<file path="src/rtl/avg_level_detector_if.sv">
// Bundle for the averaged-sample stream into the level detector and its status outputs.
// master drives samples, thresholds and clear; slave is the detector.
interface avg_level_detector_if #(
  parameter int unsigned WL = 4,
  parameter int unsigned CW = 8
);
  logic          valid;
  logic [WL-1:0] din;
  logic [WL-1:0] hi_th;
  logic [WL-1:0] lo_th;
  logic          clr;
  logic          level;
  logic          rise;
  logic          fall;
  logic [CW-1:0] event_count;
  logic          cfg_err;
  logic [WL-1:0] peak_out;
  logic          peak_valid;

  modport master (
    output valid, din, hi_th, lo_th, clr,
    input  level, rise, fall, event_count, cfg_err, peak_out, peak_valid
  );

  modport slave (
    input  valid, din, hi_th, lo_th, clr,
    output level, rise, fall, event_count, cfg_err, peak_out, peak_valid
  );
endinterface

</file>
<file path="src/rtl/avg_level_detector.sv">
// Hysteresis level detector with N-sample debounce, rise/fall pulses and saturating rise count.
// Define AVG_LEVEL_DET_PEAK_EN to capture the peak of each completed high excursion.
module avg_level_detector #(
  parameter int unsigned WL = 4,
  parameter int unsigned N  = 2,
  parameter int unsigned CW = 8
) (
  input logic                  clk,
  input logic                  rst_n,
  avg_level_detector_if.slave  bus
);
  localparam int unsigned     CntW     = $clog2(N + 1);
  localparam logic [CntW-1:0] CntLast  = CntW'(N - 1);
  localparam logic [CW-1:0]   CountMax = '1;

  typedef enum logic [1:0] {StLow, StArmH, StHigh, StArmL} state_e;

  state_e        state_q;
  logic [CntW-1:0] cnt_q;
  logic          rise_q, fall_q;
  logic [CW-1:0] count_q;
  logic          cfg_err, accept, qual_hi, qual_lo, go_high, go_low, level;

  assign cfg_err = bus.lo_th >= bus.hi_th;
  assign accept  = bus.valid && !cfg_err;
  assign qual_hi = bus.din >= bus.hi_th;
  assign qual_lo = bus.din <= bus.lo_th;
  assign level   = (state_q == StHigh) || (state_q == StArmL);

  // Level-change decode, shared by the FSM, the counter and the peak capture.
  always_comb begin
    go_high = 1'b0;
    go_low  = 1'b0;
    if (accept) begin
      unique case (state_q)
        StLow:   go_high = qual_hi && (N == 1);
        StArmH:  go_high = qual_hi && (cnt_q == CntLast);
        StHigh:  go_low  = qual_lo && (N == 1);
        StArmL:  go_low  = qual_lo && (cnt_q == CntLast);
        default: ;
      endcase
    end
  end

  always_ff @(posedge clk or negedge rst_n) begin
    if (!rst_n) begin
      state_q <= StLow;
      cnt_q   <= '0;
      rise_q  <= 1'b0;
      fall_q  <= 1'b0;
      count_q <= '0;
    end else begin
      rise_q <= go_high;
      fall_q <= go_low;
      if (accept) begin
        unique case (state_q)
          StLow: begin
            if (go_high) begin
              state_q <= StHigh;
            end else if (qual_hi) begin
              state_q <= StArmH;
              cnt_q   <= CntW'(1);
            end
          end
          StArmH: begin
            if (go_high) begin
              state_q <= StHigh;
              cnt_q   <= '0;
            end else if (qual_hi) begin
              cnt_q <= cnt_q + 1'b1;
            end else begin
              state_q <= StLow;
              cnt_q   <= '0;
            end
          end
          StHigh: begin
            if (go_low) begin
              state_q <= StLow;
            end else if (qual_lo) begin
              state_q <= StArmL;
              cnt_q   <= CntW'(1);
            end
          end
          StArmL: begin
            if (go_low) begin
              state_q <= StLow;
              cnt_q   <= '0;
            end else if (qual_lo) begin
              cnt_q <= cnt_q + 1'b1;
            end else begin
              state_q <= StHigh;
              cnt_q   <= '0;
            end
          end
          default: begin
            state_q <= StLow;
            cnt_q   <= '0;
          end
        endcase
      end
      // Clear takes priority over a coincident rise.
      if (bus.clr) begin
        count_q <= '0;
      end else if (go_high && (count_q != CountMax)) begin
        count_q <= count_q + 1'b1;
      end
    end
  end

  assign bus.level       = level;
  assign bus.rise        = rise_q;
  assign bus.fall        = fall_q;
  assign bus.event_count = count_q;
  assign bus.cfg_err     = cfg_err;

`ifdef AVG_LEVEL_DET_PEAK_EN
  logic [WL-1:0] peak_q, peak_out_q, peak_max;
  logic          peak_valid_q;

  assign peak_max = (bus.din > peak_q) ? bus.din : peak_q;

  // The falling sample itself is still part of the excursion, so it joins the max.
  always_ff @(posedge clk or negedge rst_n) begin
    if (!rst_n) begin
      peak_q       <= '0;
      peak_out_q   <= '0;
      peak_valid_q <= 1'b0;
    end else begin
      peak_valid_q <= go_low;
      if (go_high) begin
        peak_q <= bus.din;
      end else if (bus.valid && level) begin
        peak_q <= peak_max;
      end
      if (go_low) begin
        peak_out_q <= peak_max;
      end
    end
  end

  assign bus.peak_out   = peak_out_q;
  assign bus.peak_valid = peak_valid_q;
`else
  assign bus.peak_out   = '0;
  assign bus.peak_valid = 1'b0;
`endif
endmodule

</file>
<file path="src/flat_wrapper.sv">
// flat-port wrapper written by rule: the top's interface ports become plain ports
module avg_level_detector_flat 
#(
  parameter int unsigned WL = 4,
  parameter int unsigned N  = 2,
  parameter int unsigned CW = 8
)
  (clk, rst_n, bus_valid, bus_din, bus_hi_th, bus_lo_th, bus_clr, bus_level, bus_rise, bus_fall, bus_event_count, bus_cfg_err, bus_peak_out, bus_peak_valid);
  avg_level_detector_if #(.WL(WL), .CW(CW)) bus_i ();
  input logic clk;
  input logic rst_n;
  input wire logic [$bits(bus_i.valid)-1:0] bus_valid;
  input wire logic [$bits(bus_i.din)-1:0] bus_din;
  input wire logic [$bits(bus_i.hi_th)-1:0] bus_hi_th;
  input wire logic [$bits(bus_i.lo_th)-1:0] bus_lo_th;
  input wire logic [$bits(bus_i.clr)-1:0] bus_clr;
  output wire logic [$bits(bus_i.level)-1:0] bus_level;
  output wire logic [$bits(bus_i.rise)-1:0] bus_rise;
  output wire logic [$bits(bus_i.fall)-1:0] bus_fall;
  output wire logic [$bits(bus_i.event_count)-1:0] bus_event_count;
  output wire logic [$bits(bus_i.cfg_err)-1:0] bus_cfg_err;
  output wire logic [$bits(bus_i.peak_out)-1:0] bus_peak_out;
  output wire logic [$bits(bus_i.peak_valid)-1:0] bus_peak_valid;
  assign bus_i.valid = bus_valid;
  assign bus_i.din = bus_din;
  assign bus_i.hi_th = bus_hi_th;
  assign bus_i.lo_th = bus_lo_th;
  assign bus_i.clr = bus_clr;
  assign bus_level = bus_i.level;
  assign bus_rise = bus_i.rise;
  assign bus_fall = bus_i.fall;
  assign bus_event_count = bus_i.event_count;
  assign bus_cfg_err = bus_i.cfg_err;
  assign bus_peak_out = bus_i.peak_out;
  assign bus_peak_valid = bus_i.peak_valid;
  avg_level_detector #(.WL(WL), .N(N), .CW(CW)) u_core (.clk(clk), .rst_n(rst_n), .bus(bus_i));
endmodule
</file>
<file path="config.mk">
export PLATFORM = sky130hd
export DESIGN_NAME = avg_level_detector_flat
export DESIGN_NICKNAME = d
export VERILOG_FILES = /design/src/rtl/avg_level_detector_if.sv /design/src/rtl/avg_level_detector.sv /design/src/flat_wrapper.sv
export SDC_FILE = /design/constraint.sdc
export NUM_CORES = 1
export LEC_CHECK = 0
export ABC_AREA = 1
export CAP_MARGIN = 40
export CELL_PAD_IN_SITES_DETAIL_PLACEMENT = 0
export CELL_PAD_IN_SITES_GLOBAL_PLACEMENT = 1
export CORE_UTILIZATION = 25
export DETAILED_ROUTE_END_ITERATION = 8
export PLACE_DENSITY = 0.67
export SLEW_MARGIN = 20
export SYNTH_ARGS = -nofsm -noshare
export SYNTH_HDL_FRONTEND = slang
export SYNTH_SLANG_ARGS = --single-unit
</file>
<file path="constraint.sdc">
create_clock -name clk -period 1.5 [get_ports clk]
set_input_delay 0.15 -clock clk [delete_from_list [all_inputs] [get_ports clk]]
set_output_delay 0.15 -clock clk [all_outputs]
set_load 0.1 [all_outputs]
</file>
==> reports/results.txt, run 1 <==
worst setup path end - u_core.bus.event_count[7]
sequential area share after synthesis - 28.5%
Max clock buf depth - 2
r2r setup slk - 0.06 ns
worst-case vdd ir drop - 916 uV
Mean Syn Cell Area - 7.16 um2
RSZ-0062 raised after global routing - true
CTS tree - built
critical path arrival - 1.58 ns
NetSw - 810 uW
FF-to-FF path depth - 9
Sw Ratio - 44.4%
multi-input logic area - 926 um2
crit path time final - 1.44 ns
GR Util All Layers - 12.5%
Routability Congestion - 0.730
part of the power in combinational logic - 51.8%
leakage power - 0.00104 uW
port buffer count - 27
r2r startpoint - u_core.bus.event_count[1]
synthesized instance count - 172
DR DRC count - 0
Core ar. - 4720 um2
antenna violations before repair - 0
I/O Pins - 33
Die H - 72.2 um
Total Wirelength - 3020 um
diode count - 0
CP endpoint kind - register
Pwr Total - 1820 uW
global route total overflow - 0
share of cells above drive strength 1 - 38.6%
WP data required - 1.64 ns
Fin Clk Skew - 0.00524 ns
number of global-route vias before repair - 1,144
Worst Path Max Fanout - 8
Setup Crit Path Kind - register to register
H-tree levels - 1
DR WL/cell - 10.7 um
FILL cells - 470
initial core utilization - 26.1%
Hold Path Class - input pin to asynchronous set/reset pin
First-pass DRT Iterations - 4
Flop pwr share - 27.5%
clock power share - 20.6%
initial DRC count - 44
via count - 1,198
Worst-Skew Late Latency - 0.25 ns
Netlist cell types - 22
Via-to-Cell Ratio - 4.25
synth warn - 0
synthesized area - 1230 um2
Cell Pwr Density - 881 nW/um2
final non-filler cell total - 282
Core Rows - 25
post-route ant nets - 0
Sequential Area - 364 um2
CP startpoint - u_core.bus.event_count[1]
final setup violation count - 0
Pins Over Slew Limit - 0
Die Span X - 72.2 um
first-pass GRT wire length - 5120 um
die area - 5210 um2
TritonCTS Buffers - 3
Startpoint Class - register
Final #Nets - 246
synthesis-to-layout area growth - 68.1%
Int Pwr - 1010 uW
Post-DP HPWL - 2220 um
final hold vios - 0
placed cells - 271
largest net degree at the start of global routing - 17
CTS Sinks - 14
max cap viols - 0
Root Buffer - clkbuf_8
Tcrit/Tclk final - 96.0%
fmax - 694 MHz
Seq cells post-synth - 14
RR Endpoint - u_core.bus.event_count[7]
outcome - finished clean
hold buffer count at CTS - 0
CTS clk-pin slew, worst paths - 0.06 ns
## sequential cells by signal (all words and copies together), names as in the netlist
| signal | count |
|---|---|
| u_core.bus.event_count | 8 |
| u_core.cnt_q | 2 |
| u_core.state_q | 2 |
| u_core.bus.fall | 1 |
| u_core.bus.rise | 1 |
## kinds of logic (layout without fill, tap and decap cells)
group | Yosys count | in the layout | synth area share [%]
buffers and inverters | 41 | 79 | 14.1
adder cells (fa/ha/maj) | 14 | 14 | 14.2
AND/OR/NAND/NOR | 93 | 94 | 37.7
XOR/XNOR | 4 | 4 | 2.85
flip-flops | 14 | 14 | 28.5
AO/OA/AOI/OAI | 5 | 5 | 2.34
other | 1 | 5 | 0.305
## cell type report
| cell class | instances | share of cell area, % |
|---|---|---|
| flip-flops and latches | 14 | 17.6 |
| multi-input cells | 122 | 44.7 |
| inverters | 34 | 6.17 |
| repair buffers | 41 | 24.8 |
| well taps | 67 | 4.05 |
| clock buffers | 4 | 2.66 |
## timing repair
item	in CTS	in global routing
resized for setup	36	13
pin swaps	14	15
setup buffers	1	6
setup endpoints to repair	15	15
cloned	1	0
## cell usage after synthesis
cell type	n	area (um2)
nor2_2	2	12.5
ha_1	14	175
conb_1	1	3.75
nand3_1	19	95.1
xor2_1	4	35.0
nand2_1	43	161
buf_4	5	37.5
clkinv_1	1	3.75
nand2_2	2	12.5
a21oi_1	3	15.0
clkbuf_1	1	3.75
nor2_4	2	22.5
o21ai_0	1	5.00
nand4_2	1	12.5
inv_1	31	116
buf_2	1	5.00
nand4_1	12	75.1
nand3_4	2	35.0
dfrtp_1	14	350
nor2_1	10	37.5
inv_2	2	7.51
a21oi_2	1	8.76
## placed cells by master, fill, tap and decap left out, drive strengths merged
cell type       n
nand3          21
ha             14
dlymetal6s2s    2
dlygate4sd2     8
dfrtp          14
o21ai           1
nand4          13
conb            5
nor2           15
inv            33
clkbuf          5
clkdlybuf4s15   1
clkinv          1
xor2            4
a21oi           4
clkdlybuf4s50   3
buf            26
nand2          45
## metal layers
layer	vias up	track usage (%)	share of wire (%)	wire [um]
li1	629	-	-	-
met1	546	16.0	47	1430
met2	21	21.2	48	1460
met3	2	2.92	3.1	95
met4	0	3.27	1.0	31
met5	-	0	0	0
## stage by stage
step	util [%]	setup WS [ns]	setup TNS (ns)	hold slack [ns]	cell area, um2
floorplan	-	-0.127	-0.941	-0.146	1330
global placement	38.4	-0.467	-6.28	0.468	1820
detailed placement	38.4	-0.473	-6.24	0.469	1820
CTS	42.1	-0.0119	-0.0119	0.220	1990
global route	43.8	-0.0178	-0.0197	0.227	2070
finish	43.8	0.0595	0	0.208	2070
## worst min-delay path by stage
stage | slack [ns] | endpoint
after global placement | 0.47 | u_core.cnt_q[1]
after floorplan | -0.15 | u_core.bus.event_count[2]
final | 0.21 | u_core.bus.event_count[3]
after detailed placement | 0.47 | u_core.cnt_q[1]
after CTS | 0.22 | u_core.bus.event_count[3]
after global routing | 0.23 | u_core.bus.event_count[3]
## power groups by stage
stage	combinational [uW]	sequential, uW	clock [uW]
after floorplan	548	531	0
after global placement	823	512	0
after detailed placement	826	510	0
after CTS	913	504	382
after global routing	1030	512	398
final	944	502	376
## critical path, cell delays in order (launching register included)
cell and delay, ns:
dfrtp_4 0.51, ha_4 0.17, nand2_2 0.05, inv_2 0.05, nand2_2 0.07, nor2_4 0.04, nand3_4 0.10, nand3_4 0.17
nand3_2 0.11, nand2_1 0.05
No activity file was read; power rests on OpenSTA's default activity.
==> run 2, diff against run 1 <==
TNS_END_PERCENT = 1   (was unset)
==> reports/results.txt, run 2 (synthesized netlist as in run 1, its figures left out) <==
worst-case vdd ir drop - 991 uV (+8.1%)
synthesis-to-layout area growth - 73.3%
CP startpoint - bus_hi_th[3]
Startpoint Class - input pin
hold buffer count at CTS - 0 (unchanged)
diode count - 0 (unchanged)
Core ar. - 4720 um2 (unchanged)
Die Span X - 72.2 um (unchanged)
die area - 5210 um2 (unchanged)
placed cell areas - 1790 um2 (-1.2%)
TritonCTS Buffers - 3 (unchanged)
Core Rows - 25 (unchanged)
Cell Chain, Critical Path - dlygate4sd2_1 > inv_2 > ha_4 > a21oi_4 > buf_4 > nand4_4 > nor2_4 > nand4_1 > nand2_1
antenna violations before repair - 0 (unchanged)
FF-to-FF path depth - 9 (unchanged)
critical path arrival - 1.62 ns (+0.04 ns)
global route total overflow - 0 (unchanged)
Hold Path Class - input pin to asynchronous set/reset pin
GR Util All Layers - 12.5% (-0.062 points)
number of flip-flops in the largest register - 8 (unchanged)
Cell Pwr Density - 858 nW/um2 (-2.6%)
WP data required - 1.68 ns (+0.04 ns)
Final #Nets - 250 (+1.6%)
max cap viols - 0 (unchanged)
commonest non-fill, non-tap cell in the layout - nand2_1
initial core utilization - 26.1% (unchanged)
Max clock buf depth - 2 (unchanged)
Root Buffer - clkbuf_8
post-route ant nets - 0 (unchanged)
final instance area - 2130 um2 (+3.1%)
Die H - 72.2 um (unchanged)
Tcrit/Tclk final - 96.6% (+0.53 points)
critical path's top delay family - simple AND/OR/NAND/NOR gates
final hold vios - 0 (unchanged)
Via-to-Cell Ratio - 4.21 (-0.99%)
RR Endpoint - u_core.bus.event_count[7]
DR WL/cell - 10.7 um (-0.22%)
via count - 1,203 (+0.42%)
fmax - 690 MHz (-0.55%)
CTS clk-pin slew, worst paths - 0.06 ns (about the same)
port buffer count - 27 (unchanged)
r2r startpoint - u_core.bus.event_count[1]
Rel. slew slack - 61.2%
most frequent cells in the layout - nand2_1 (36), inv_1 (25), buf_4 (16)
number of global-route vias before repair - 1,151 (+0.61%)
initial DRC count - 39 (-11%)
Worst Path Max Fanout - 5 (-3)
CTS Sinks - 14 (unchanged)
I/O Pins - 33 (unchanged)
Pins Over Slew Limit - 0 (unchanged)
Routability Congestion - 0.811 (+11%)
outcome - finished clean
RSZ-0062 raised after global routing - true
slowest stage cell, crit path - dlygate4sd2_1
r2r setup slk - 0.08 ns (+0.02 ns)
CP peak stage delay - 0.24 ns (-0.27 ns)
worst path bufs/invs - 3 (+2)
Total Wirelength - 3060 um (+1.2%)
Setup Crit Path Kind - input pin to register
CTS tree - built
final setup violation count - 0 (unchanged)
Slew @ Worst Pin - 0.581 ns
first-pass GRT wire length - 5100 um (-0.39%)
DR DRC count - 0 (unchanged)
Core Util, Final - 45.2% (+1.4 points)
FILL cells - 469 (-0.21%)
largest net degree at the start of global routing - 17 (unchanged)
crit path time final - 1.45 ns (+0.00798 ns)
CP endpoint kind - register
share of cells above drive strength 1 - 42.9% (+4.3 points)
First-pass DRT Iterations - 4 (unchanged)
leakage power - 0.00106 uW (+1.9%)
Worst-Skew Late Latency - 0.24 ns (about the same)
H-tree levels - 1 (unchanged)
Fin Clk Skew - 0.00289 ns (-0.00235 ns)
Post-DP HPWL - 2280 um (+2.4%)
## run 2: where the power goes
part / internal [uW] / total [uW] / switching [uW]
logic: 353 / 966 / 613
registers: 431 / 496 / 64.4
clock network: 232 / 367 / 135
## run 2: metal layers
| metal | routed length, um | track usage, % |
|---|---|---|
| met1 | 1510 | 17.2 |
| met5 | 0 | 0 |
| met2 | 1450 | 19.7 |
| met3 | 70 | 3.06 |
| met4 | 23 | 2.61 |
## run 2: final cells by class
type / instances / area [um2] / area share (%)
well taps: 67 / 83.8 / 3.93
flip-flops and latches: 14 / 363 / 17.0
inverters: 34 / 128 / 5.98
multi-input cells: 122 / 977 / 45.8
repair buffers: 45 / 527 / 24.7
clock buffers: 4 / 55.1 / 2.58
## run 2: worst register-to-register path, cell delays in order (launching register included)
cell and delay [ns]:
dfrtp_4 0.42, ha_4 0.14, nand2_2 0.04, inv_2 0.07, nand2_2 0.06, nor2_4 0.14
nand3_4 0.12, nand3_4 0.19, nand3_1 0.09, nand2_1 0.08
## run 2: how the worst max path moves through the flow
stage,slack (ns),cells after the start,end
floorplan,-0.15,9,u_core.bus.event_count[6]
global placement,-0.52,8,u_core.bus.event_count[5]
detailed placement,-0.52,8,u_core.bus.event_count[5]
CTS,-0.0004,12,u_core.state_q[0]
global route,-0.04,12,u_core.bus.event_count[5]
finish,0.05,9,u_core.bus.event_count[5]
## run 2: per-stage QoR
step                      power [uW]  hold slack, ns  cells  setup WS, ns  setup TNS [ns]
final                           1830           0.225    286        0.0515               0
after global placement          1340           0.468    274        -0.521           -6.95
after detailed placement        1330           0.474    274        -0.517           -6.82
after CTS                       1780           0.228    280     -0.000429       -0.000429
after global routing            1970           0.234    286       -0.0421          -0.197
after floorplan                 1070          -0.146    176        -0.151           -1.29
## run 2: timing repair
| action | in CTS | in global routing |
|---|---|---|
| pin swaps | 10 | 13 |
| resized for setup | 28 | 32 |
| endpoints found under the setup margin | 15 | 13 |
| cloned | 1 | 0 |
| setup buffers | 1 | 6 |
==> run 3, diff against run 2 <==
clock period = 1.8 ns   (was 1.5 ns; I/O delays follow)
==> reports/results.txt, run 3 (synthesized netlist as in run 1, its figures left out) <==
outcome - finished clean
Setup Crit Path Kind - input pin to output pin
met1 usage - 15.8% (-1.4 points)
initial core utilization - 26.1% (unchanged)
Core Rows - 25 (unchanged)
Cell Pwr Density - 788 nW/um2 (-8.1%)
die area - 5210 um2 (unchanged)
post-route ant nets - 0 (unchanged)
Fin Clk Skew - 0.00129 ns (-0.00160 ns)
M2 GR Usage - 17.8% (-2.0 points)
worst-case vdd ir drop - 591 uV (-40%)
number of flip-flops in the largest register - 8 (unchanged)
First-pass DRT Iterations - 4 (unchanged)
Hold WS - 0.242 ns (+0.0178 ns)
DR WL/cell - 10.3 um (-3.5%)
setup TNS - 0 ns (unchanged)
commonest non-fill, non-tap cell in the layout - nand2_1
share of cells above drive strength 1 - 25.2% (-18 points)
Post-DP HPWL - 2070 um (-9.0%)
via count - 1,134 (-5.7%)
TritonCTS Buffers - 3 (unchanged)
number of global-route vias before repair - 1,019 (-11%)
Startpoint Class - input pin
final hold vios - 0 (unchanged)
Worst-Skew Late Latency - 0.24 ns (about the same)
port buffer count - 27 (unchanged)
fmax - 574 MHz
Total Wirelength - 2810 um (-7.9%)
GR Util All Layers - 11.3% (-1.2 points)
crit path time final - 1.74 ns
critical path arrival - 1.56 ns (-0.06 ns)
GRT busiest layer - met2
I/O Pins - 33 (unchanged)
CTS Sinks - 14 (unchanged)
WP data required - 1.62 ns (-0.06 ns)
diode count - 0 (unchanged)
Final #Nets - 237 (-5.2%)
Hold Path Class - input pin to asynchronous set/reset pin
Via-to-Cell Ratio - 4.15 (-1.2%)
Max clock buf depth - 2 (unchanged)
Die H - 72.2 um (unchanged)
Pins Over Slew Limit - 0 (unchanged)
FILL cells - 487 (+3.8%)
largest net degree at the start of global routing - 17 (unchanged)
Root Buffer - clkbuf_8
Worst Path Max Fanout - 3 (-2)
CP endpoint kind - output pin
r2r setup slk - 0.35 ns (+0.27 ns)
CTS clk-pin slew, worst paths - 0.06 ns (about the same)
max cap viols - 0 (unchanged)
DR DRC count - 0 (unchanged)
leakage power - 0.000965 uW (-8.7%)
most frequent cells in the layout - nand2_1 (41), inv_1 (28), nand3_1 (17)
Tcrit/Tclk final - 96.8%
Die Span X - 72.2 um (unchanged)
Core ar. - 4720 um2 (unchanged)
initial DRC count - 45 (+15%)
synthesis-to-layout area growth - 47.3%
H-tree levels - 1 (unchanged)
antenna violations before repair - 0 (unchanged)
first-pass GRT wire length - 4680 um (-8.3%)
final setup violation count - 0 (unchanged)
CTS tree - built
GR met3 Demand/Resource - 2.50% (-0.56 points)
global route total overflow - 0 (unchanged)
Routability Congestion - 0.777 (-4.1%)
run 3: layout make-up:
class	count	area (um2)	share of cell area [%]
Sequential cell	14	357	19.7
Timing Repair Buffer	32	347	19.1
Clock buffer	4	55.1	3.04
Multi-Input combinational cell	122	843	46.5
Inverter	34	128	7.04
Tap cell	67	83.8	4.62
run 3: worst paths after layout:
path / to / from / cells past startpoint
worst max-delay path: bus_cfg_err / bus_hi_th[3] / 7
worst min-delay path: u_core.bus.event_count[3] / rst_n / 2
worst max register to register: u_core.bus.event_count[7] / u_core.bus.event_count[0] / 9
worst min register to register: u_core.cnt_q[1] / u_core.cnt_q[1] / 2
max in group asynchronous: u_core.bus.event_count[4] / rst_n / 2
min in group clk: u_core.cnt_q[1] / u_core.cnt_q[1] / 2
run 3: stage by stage:
stage               instances  util (%)  cell area, um2  power [uW]  setup slack, ns
global placement          268      34.8            1640        1080           -0.181
detailed placement        268      34.8            1640        1070           -0.216
global route              273      38.4            1810        1540          -0.0173
floorplan                 176         -            1260         885          -0.0181
finish                    273      38.4            1810        1430           0.0581
CTS                       272      36.3            1720        1390           0.0125
run 3: worst max-delay path, cell delays in order:
cell	delay, ns
clkdlybuf4s50_1	0.47
inv_2	0.05
ha_4	0.25
a21oi_4	0.21
nand3_4	0.09
buf_4	0.15
buf_12	0.15
run 3: where the power goes:
group / total [uW] / switching [uW] / leakage, uW / internal [uW]
combinational: 711 / 465 / 0.000756 / 246
clock: 305 / 111 / 0.0000288 / 194
sequential: 413 / 54.0 / 0.000180 / 359
run 3: timing repair:
item	4_1_cts	5_1_grt
resized for setup	3	17
hold buffers	0	0
pin swaps	1	6
buffers inserted	0	0
cloned	0	1
hold endpoints to repair	0	0
setup endpoints to repair	1	13
run 3: per-layer routing:
layer  wire [um]  up-vias
li1            -      606
met2        1300       19
met4          26        0
met3          84        2
met5           0        -
met1        1400      507
